==> src/rtl/i2c_master_address_transmitter.sv <==
// I2C master address phase: generates START, shifts out {address, R/W},
// samples the slave ACK on the 9th SCL pulse, then holds the bus (ACK)
// or issues STOP (NACK). Open-drain style outputs: 1 = pull line low.
module i2c_master_address_transmitter #(
    parameter logic [6:0]  I2C_ADDRESS    = 7'h20,
    parameter int unsigned QUARTER_CYCLES = 8
) (
    input  logic clk_i,
    input  logic reset_i,
    input  logic en_i,
    input  logic start_i,
    input  logic transfer_type_i,
    input  logic stop_i,
    input  logic sda_i,
    output logic scl_drive_low_o,
    output logic sda_drive_low_o,
    output logic busy_o,
    output logic transfer_in_progress_o,
    output logic address_ack_o,
    output logic address_nack_o
);

    typedef enum logic [3:0] {
        S_IDLE,
        S_START_A,
        S_START_B,
        S_START_C,
        S_BIT,
        S_HOLD,
        S_STOP_A,
        S_STOP_B,
        S_STOP_C
    } state_t;

    localparam logic [7:0] LAST_QUARTER = 8'(QUARTER_CYCLES - 1);
    localparam logic [3:0] ACK_SLOT     = 4'd8;

    // Quarter-period timebase
    logic [7:0] r_qcnt;
    logic       w_tick;
    logic       w_qcnt_clear;

    // FSM and datapath state
    state_t     r_state,      w_state_nxt;
    logic [1:0] r_qidx,       w_qidx_nxt;       // quarter within a bit / multi-quarter state
    logic [3:0] r_bit_cnt,    w_bit_cnt_nxt;    // 0..7 data bits, 8 = ACK slot
    logic [7:0] r_shift,      w_shift_nxt;      // MSB is the bit on the wire
    logic       r_ack_sample, w_ack_sample_nxt; // sda_i captured mid ACK slot

    // Registered outputs and their next values
    logic r_scl_low,  w_scl_low_nxt;
    logic r_sda_low,  w_sda_low_nxt;
    logic r_busy,     w_busy_nxt;
    logic r_tip,      w_tip_nxt;
    logic r_ack,      w_ack_nxt;
    logic r_nack,     w_nack_nxt;

    assign w_tick = en_i && (r_qcnt == LAST_QUARTER);

    // Quarter counter: free-runs on en_i, wraps on tick, cleared when a
    // START or STOP sequence is launched so the first quarter is full length.
    always_ff @(posedge clk_i) begin
        // NOTE: non-blocking assignments so every register samples pre-edge values.
        if (reset_i) begin
            r_qcnt <= 8'd0;
        end else if (w_qcnt_clear || w_tick) begin
            r_qcnt <= 8'd0;
        end else if (en_i) begin
            r_qcnt <= r_qcnt + 8'd1;
        end
    end

    // State register plus datapath registers; outputs register their decoded
    // next values so they switch on the same edge as the state.
    always_ff @(posedge clk_i) begin
        if (reset_i) begin
            r_state      <= S_IDLE;
            r_qidx       <= 2'd0;
            r_bit_cnt    <= 4'd0;
            r_shift      <= 8'd0;
            r_ack_sample <= 1'b0;
            r_scl_low    <= 1'b0;
            r_sda_low    <= 1'b0;
            r_busy       <= 1'b0;
            r_tip        <= 1'b0;
            r_ack        <= 1'b0;
            r_nack       <= 1'b0;
        end else begin
            r_state      <= w_state_nxt;
            r_qidx       <= w_qidx_nxt;
            r_bit_cnt    <= w_bit_cnt_nxt;
            r_shift      <= w_shift_nxt;
            r_ack_sample <= w_ack_sample_nxt;
            r_scl_low    <= w_scl_low_nxt;
            r_sda_low    <= w_sda_low_nxt;
            r_busy       <= w_busy_nxt;
            r_tip        <= w_tip_nxt;
            r_ack        <= w_ack_nxt;
            r_nack       <= w_nack_nxt;
        end
    end

    // Next-state logic: phases advance on quarter ticks; start/stop requests
    // act on the next enabled clock without waiting for a tick.
    always_comb begin
        // NOTE: defaults first so no path leaves a signal unassigned (no latch).
        w_state_nxt      = r_state;
        w_qidx_nxt       = r_qidx;
        w_bit_cnt_nxt    = r_bit_cnt;
        w_shift_nxt      = r_shift;
        w_ack_sample_nxt = r_ack_sample;
        w_qcnt_clear     = 1'b0;
        w_ack_nxt        = 1'b0;
        w_nack_nxt       = 1'b0;

        case (r_state)
            S_IDLE: begin
                if (en_i && start_i) begin
                    w_state_nxt  = S_START_A;
                    w_shift_nxt  = {I2C_ADDRESS, transfer_type_i};
                    w_qcnt_clear = 1'b1;
                end
            end
            S_START_A: begin
                if (w_tick) begin
                    w_state_nxt = S_START_B;
                    w_qidx_nxt  = 2'd0;
                end
            end
            S_START_B: begin
                if (w_tick) begin
                    if (r_qidx == 2'd1) begin
                        w_state_nxt = S_START_C;
                    end else begin
                        w_qidx_nxt = r_qidx + 2'd1;
                    end
                end
            end
            S_START_C: begin
                if (w_tick) begin
                    w_state_nxt   = S_BIT;
                    w_qidx_nxt    = 2'd0;
                    w_bit_cnt_nxt = 4'd0;
                end
            end
            S_BIT: begin
                if (w_tick) begin
                    // Slave data is stable mid-high-phase: sample on the q1->q2 tick
                    if ((r_qidx == 2'd1) && (r_bit_cnt == ACK_SLOT)) begin
                        w_ack_sample_nxt = sda_i;
                    end
                    if (r_qidx != 2'd3) begin
                        w_qidx_nxt = r_qidx + 2'd1;
                    end else if (r_bit_cnt == ACK_SLOT) begin
                        if (!r_ack_sample) begin
                            w_ack_nxt   = 1'b1;
                            w_state_nxt = S_HOLD;
                        end else begin
                            w_nack_nxt  = 1'b1;
                            w_state_nxt = S_STOP_A;
                        end
                    end else begin
                        w_qidx_nxt    = 2'd0;
                        w_bit_cnt_nxt = r_bit_cnt + 4'd1;
                        w_shift_nxt   = {r_shift[6:0], 1'b0};
                    end
                end
            end
            S_HOLD: begin
                if (en_i && stop_i) begin
                    w_state_nxt  = S_STOP_A;
                    w_qcnt_clear = 1'b1;
                end
            end
            S_STOP_A: begin
                if (w_tick) begin
                    w_state_nxt = S_STOP_B;
                end
            end
            S_STOP_B: begin
                if (w_tick) begin
                    w_state_nxt = S_STOP_C;
                    w_qidx_nxt  = 2'd0;
                end
            end
            S_STOP_C: begin
                if (w_tick) begin
                    if (r_qidx == 2'd1) begin
                        w_state_nxt = S_IDLE;
                    end else begin
                        w_qidx_nxt = r_qidx + 2'd1;
                    end
                end
            end
            default: begin
                w_state_nxt = S_IDLE;
            end
        endcase
    end

    // Output decode from the next state so the pads change on the tick edge.
    // SDA only moves while SCL is low, except for the START fall and STOP rise.
    always_comb begin
        w_scl_low_nxt = 1'b0;
        w_sda_low_nxt = 1'b0;
        w_busy_nxt    = (w_state_nxt != S_IDLE);
        w_tip_nxt     = 1'b0;

        case (w_state_nxt)
            S_START_B: begin
                w_sda_low_nxt = 1'b1;
                w_tip_nxt     = 1'b1;
            end
            S_START_C: begin
                w_scl_low_nxt = 1'b1;
                w_sda_low_nxt = 1'b1;
                w_tip_nxt     = 1'b1;
            end
            S_BIT: begin
                w_scl_low_nxt = (w_qidx_nxt == 2'd0) || (w_qidx_nxt == 2'd3);
                w_sda_low_nxt = (w_bit_cnt_nxt != ACK_SLOT) && !w_shift_nxt[7];
                w_tip_nxt     = 1'b1;
            end
            S_HOLD: begin
                w_scl_low_nxt = 1'b1;
                w_tip_nxt     = 1'b1;
            end
            S_STOP_A: begin
                w_scl_low_nxt = 1'b1;
                w_sda_low_nxt = 1'b1;
                w_tip_nxt     = 1'b1;
            end
            S_STOP_B: begin
                w_sda_low_nxt = 1'b1;
                w_tip_nxt     = 1'b1;
            end
            default: begin
                // IDLE, START_A, STOP_C: both lines released
            end
        endcase
    end

    assign scl_drive_low_o        = r_scl_low;
    assign sda_drive_low_o        = r_sda_low;
    assign busy_o                 = r_busy;
    assign transfer_in_progress_o = r_tip;
    assign address_ack_o          = r_ack;
    assign address_nack_o         = r_nack;

endmodule

==> config.mk <==
export PLATFORM = sky130hd
export DESIGN_NAME = i2c_master_address_transmitter
export DESIGN_NICKNAME = d
export VERILOG_FILES = /design/src/rtl/i2c_master_address_transmitter.sv
export SDC_FILE = /design/constraint.sdc
export NUM_CORES = 1
export LEC_CHECK = 0
export ABC_CLOCK_PERIOD_IN_PS = 2640
export CORE_ASPECT_RATIO = 0.9
export CORE_MARGIN = 2
export CORE_UTILIZATION = 38
export DETAILED_ROUTE_END_ITERATION = 10
export SLEW_MARGIN = 20
export SYNTH_ARGS = -nofsm -noshare
export SYNTH_HDL_FRONTEND = slang
export SYNTH_SLANG_ARGS = --single-unit
==> constraint.sdc <==
create_clock -name clk_i -period 2.64 [get_ports clk_i]
set_input_delay 0.528 -clock clk_i [delete_from_list [all_inputs] [get_ports clk_i]]
set_output_delay 0.528 -clock clk_i [all_outputs]
set_load 0.005 [all_outputs]
## Yosys cells after proc, flatten, opt, wreduce, memory -nomap -nowiden

Index checks and enable logic that the tools add are counted.

- Bits in registers: 33
- Input bits: 7
- Output and inout bits: 6
- Word-level logic and storage cells: 104

- Add/sub/neg operators: 3
- Equality and inequality tests: 24
- Multiplexer cells: 40
- Bitwise gates (word level): 3
- Reductions and logical operators: 21

Operators with widths:

| operator | count |
|---|---|
| 4-bit two-way mux | 17 |
| 4-bit one-hot mux with 9 select lines | 1 |
| 4-bit by 3-bit == test with 1-bit output (second input constant) | 8 |
| 8-bit two-way mux | 4 |
| 4-bit by 2-bit == test with 1-bit output (second input constant) | 4 |
| 8-bit one-hot mux with 2 select lines | 1 |
| 2-bit two-way mux | 7 |
| 2-bit inequality test (second input constant) | 5 |
| 8-bit by 1-bit adder with 8-bit output (second input constant) | 1 |
| 4-bit == test (second input constant) | 2 |
| 8-bit by 3-bit == test with 1-bit output (second input constant) | 1 |
| 4-bit one-hot mux with 2 select lines | 1 |
| 1-bit one-hot mux with 2 select lines | 3 |
| 2-bit one-hot mux with 3 select lines | 1 |
| 3-bit OR reduction | 2 |
| 6-bit OR reduction | 1 |
| 1-bit logical AND | 5 |
| 1-bit two-way mux | 5 |
| 5-bit AND reduction | 1 |
| 5-bit OR reduction | 1 |
| 4-bit by 1-bit adder with 4-bit output (second input constant) | 1 |
| 4-bit by 1-bit == test with 1-bit output (second input constant) | 1 |
| 4-bit logical NOT | 1 |
| 4-bit inequality test (second input constant) | 1 |
| 12 further kinds | 16 |

## Longest topological paths before layout

- Depth in word-level cells: 8
- Mapped depth: 9
- Depth with buffers taken out: 9

## Least setup slack after synthesis

OpenSTA, ideal clock, no wires.

- Kind: input to register
- Start: in en_i
- End: reg r_scl_low, in the netlist scl_drive_low_o
- Setup time: 0.086 ns
- Arrival: 2.271 ns
- Data required time: 2.554 ns
- Path slack: 0.283 ns
- Stages on the path: 8
- Path buffers: 1
- Path through: buf_2 -> nand3_1 -> nor4_1 -> mux2_2 -> a221oi_1 -> or2_1 -> o21bai_1 -> a221oi_2

- Word-level cells in the longest chain between the ends: 6
- Elaborated cells on any way between the ends: 26
- Those cells by class: 5 x eq/ne; 15 x mux; 6 x reduce/logical

RTL lines:

| item | line | RTL |
|---|---|---|
| start: declaration | 10 | `input logic en_i,` |
| 1-bit logical AND, on equally long branches | 58, 118, 170 |  |
| 4-bit two-way mux (tied with other cells) | 187 | `if (w_tick) begin` |
| 4-bit one-hot mux with 9 select lines or 2-bit one-hot mux with 3 select lines (tied branches) | 116 | `case (r_state)` |
| 4-bit by 3-bit == test with 1-bit output (tied with other cells) | 209 | `case (w_state_nxt)` |
| 3-bit OR reduction (no line) or 1-bit logical OR (tied branches) | - |  |
| 1-bit one-hot mux with 2 select lines * | 209 |  |
| end signal: assignment | 94 | `r_scl_low <= w_scl_low_nxt;` |
| end: declaration | 51 | `logic r_scl_low, w_scl_low_nxt;` |

Every way passes the cells marked *; elsewhere a longest branch is shown, timed or not.
A chain may end at the register's enable or synchronous reset.

## Final worst setup path

Same ends and word-level chain as after synthesis.

==> reports/summary.txt <==
Hold Vio Cnt, Final -> 0
fin crit period -> 2.43 ns
First-pass DRT Iterations -> 4
cts bufs inserted -> 5
die height -> 67.9 µm
NumNets Final -> 257
Routed Wire Length -> 3880 µm
flops & latches, synth -> 33
Area contributors post-synth -> dfxtp_1, nor2_1, ha_1
PortBufs -> 12
Syn Nets -> 230
ys flop type -> dfxtp_1
Power, Total -> 0.000977 W
CTS root buf -> clkbuf_8
die area -> 5100 µm²
peak supply drop -> 0.313 mV
final RePlAce weighted congestion -> 0.860
status -> complete, no violations
Clk Latency, worst-skew pair -> 0.28 ns
CTS Sinks -> 33
routed vias -> 1523
CTS tree -> built
CP Launch Type -> input pin
sequential cell area -> 661 µm²
Via density -> 4.98
Mapped Area -> 1730 µm²
FILL cells -> 455
initial antenna violation count -> 0
Max FO, Critical Path -> 4
Final TNS setup -> 0 ns
period utilization -> 0.919
DR iter-0 viols -> 58
setup bufs post-CTS -> 0
P_leak -> 0.792 nW
f_max -> 412 MHz
biggest area consumer among synthesized cells -> dfxtp_1
maxcap violations -> 0
PD cells -> 458 nW/µm²
syn_area_per_cell -> 7.99 µm²
Syn. warnings -> 0
fraction of layout cells with a size suffix above 1 -> 0.148
synthesis-to-finish area growth -> 23.6%
Final Skew -> 0.00621 ns
register area share after synthesis -> 0.383
crit path launch -> en_i
Routed WL per cell -> 12.7 µm
Yosys cell types -> 46
FP Rows -> 23
hold crit path type -> reg2reg
Worst Hold Launch -> r_shift[2]
CP arrival -> 2.62 ns
Worst-path clk slew -> 0.07 ns
count leader, synth -> dfxtp_1
I/O pin count -> 13
Diodes inserted -> 0
H-Tree Depth -> 2
Slew @ Worst Pin -> 0.370 ns
Core Footprint -> 4400 µm²
grt ovf -> 0
DP HPWL -> 2820 µm
vias in the first global route -> 1407
WP data required -> 2.83 ns
# DRC -> 0
Die W -> 75.0 µm
Final ANT Viol Nets -> 0
asr flop ratio synth -> 0
crit end category -> register
post-synth top area share -> 0.383
Total Routing Usage GR -> 0.174
RSZ-0062 raised after global routing -> no
# setup viols final -> 0
Gate Count Post-Synth -> 216
WHS -> 0.459 ns
list of most frequent post-synthesis cells -> dfxtp_1, nor2_1, nand2_1
clock tree buffer depth -> 2
first-pass GRT wire length -> 6660 µm
max-slew violation count -> 0
largest net degree at the start of global routing -> 25
EDFF count, synth -> 0
multi-input logic area -> 988 µm²
initial core utilization -> 0.392
Crit Path Class -> in2reg
RR Startpoint -> r_state[0]
Rel. slew slack -> 0.751
-- routing by layer --
metal,vias up,GRT usage,part of all wire
li1,804,-,-
met1,688,0.228,0.51
met2,27,0.270,0.44
met3,4,0.0501,0.040
met4,0,0.0670,0.013
met5,-,0,0
-- repair_timing --
item / 4_1_cts / 5_1_grt
hold endpoints to repair: 0 / 0
setup endpoints to repair: 0 / 1
resized for setup: 0 / 1
hold buffers: 0 / 0
-- per-stage QoR --
step	std cells	setup WS, ns	utilization	instance area [µm²]
after floorplan	216	0.283	-	1730
after global placement	298	-0.0203	0.461	2030
after detailed placement	298	-0.0969	0.461	2030
after CTS	306	0.191	0.484	2130
after global routing	306	0.0498	0.484	2130
final	306	0.213	0.484	2130
-- worst max-delay path: stages --
cell             delay [ns]
clkdlybuf4s50_1        0.48
nand3_1                0.12
nor4_2                 0.29
mux2_2                 0.37
a221oi_1               0.29
buf_4                  0.18
or2_1                  0.11
o21bai_1               0.08
a221oi_2               0.16
-- where the power goes --
part | switching (W) | leakage (nW) | internal (W)
logic | 0.0000326 | 0.471 | 0.0000280
clock network | 0.000173 | 0.0542 | 0.000235
registers | 0.00000382 | 0.267 | 0.000505
total | 0.000209 | 0.792 | 0.000768
-- flip-flops by register name, summed over array words and instances (netlist names) --
| register | cells |
|---|---|
| r_state | 4 |
| address_nack_o | 1 |
| sda_drive_low_o | 1 |
| transfer_in_progress_o | 1 |
| busy_o | 1 |
| scl_drive_low_o | 1 |
| address_ack_o | 1 |
| r_shift | 8 |
| r_bit_cnt | 4 |
| r_ack_sample | 1 |
| r_qidx | 2 |
| r_qcnt | 8 |
-- cells by family (layout without fill, tap and decap cells) --
group | Yosys count | after routing | synth area share
and+or+nand+nor | 98 | 98 | 0.284
AOI/OAI and AO/OA | 43 | 43 | 0.161
adders and majority gates | 7 | 7 | 0.0508
DFF | 33 | 33 | 0.383
buffers and inverters | 21 | 49 | 0.0479
muxes | 3 | 3 | 0.0181
xor gates and xnor gates | 11 | 11 | 0.0558
-- final timing paths --
path | end | slack (ns) | cells past startpoint
hold reg to reg | r_shift[3] | 0.46 | 2
setup reg to reg | scl_drive_low_o | 0.24 | 8
setup / recovery | scl_drive_low_o | 0.21 | 9
hold / removal | r_shift[3] | 0.46 | 2
-- area by class of cell --
type | count | area share
sequential | 33 | 0.310
tap | 62 | 0.0364
inverter | 9 | 0.0158
clock buffer | 7 | 0.0452
clock inverter | 1 | 0.00235
timing repair buffer | 32 | 0.127
multi-input combinational | 162 | 0.464
-- cell usage in the layout, fill, tap and decap left out, types with 2 or more instances in the layout --
cell type	instances
dfxtp_1	33
nor2_1	29
buf_4	20
nand2_1	18
a21oi_1	17
nand3_1	15
clkdlybuf4s50_1	12
inv_1	9
o21ai_0	7
ha_1	7
clkbuf_8	7
nor2b_1	6
nand4_1	6
xor2_1	6
xnor2_1	5
nor3_1	5
nand2b_1	3
o22ai_1	3
or3_1	2
nor4_1	2
mux2i_1	2
a31oi_1	2
o21bai_1	2
Power figures use the tool's default switching activity.
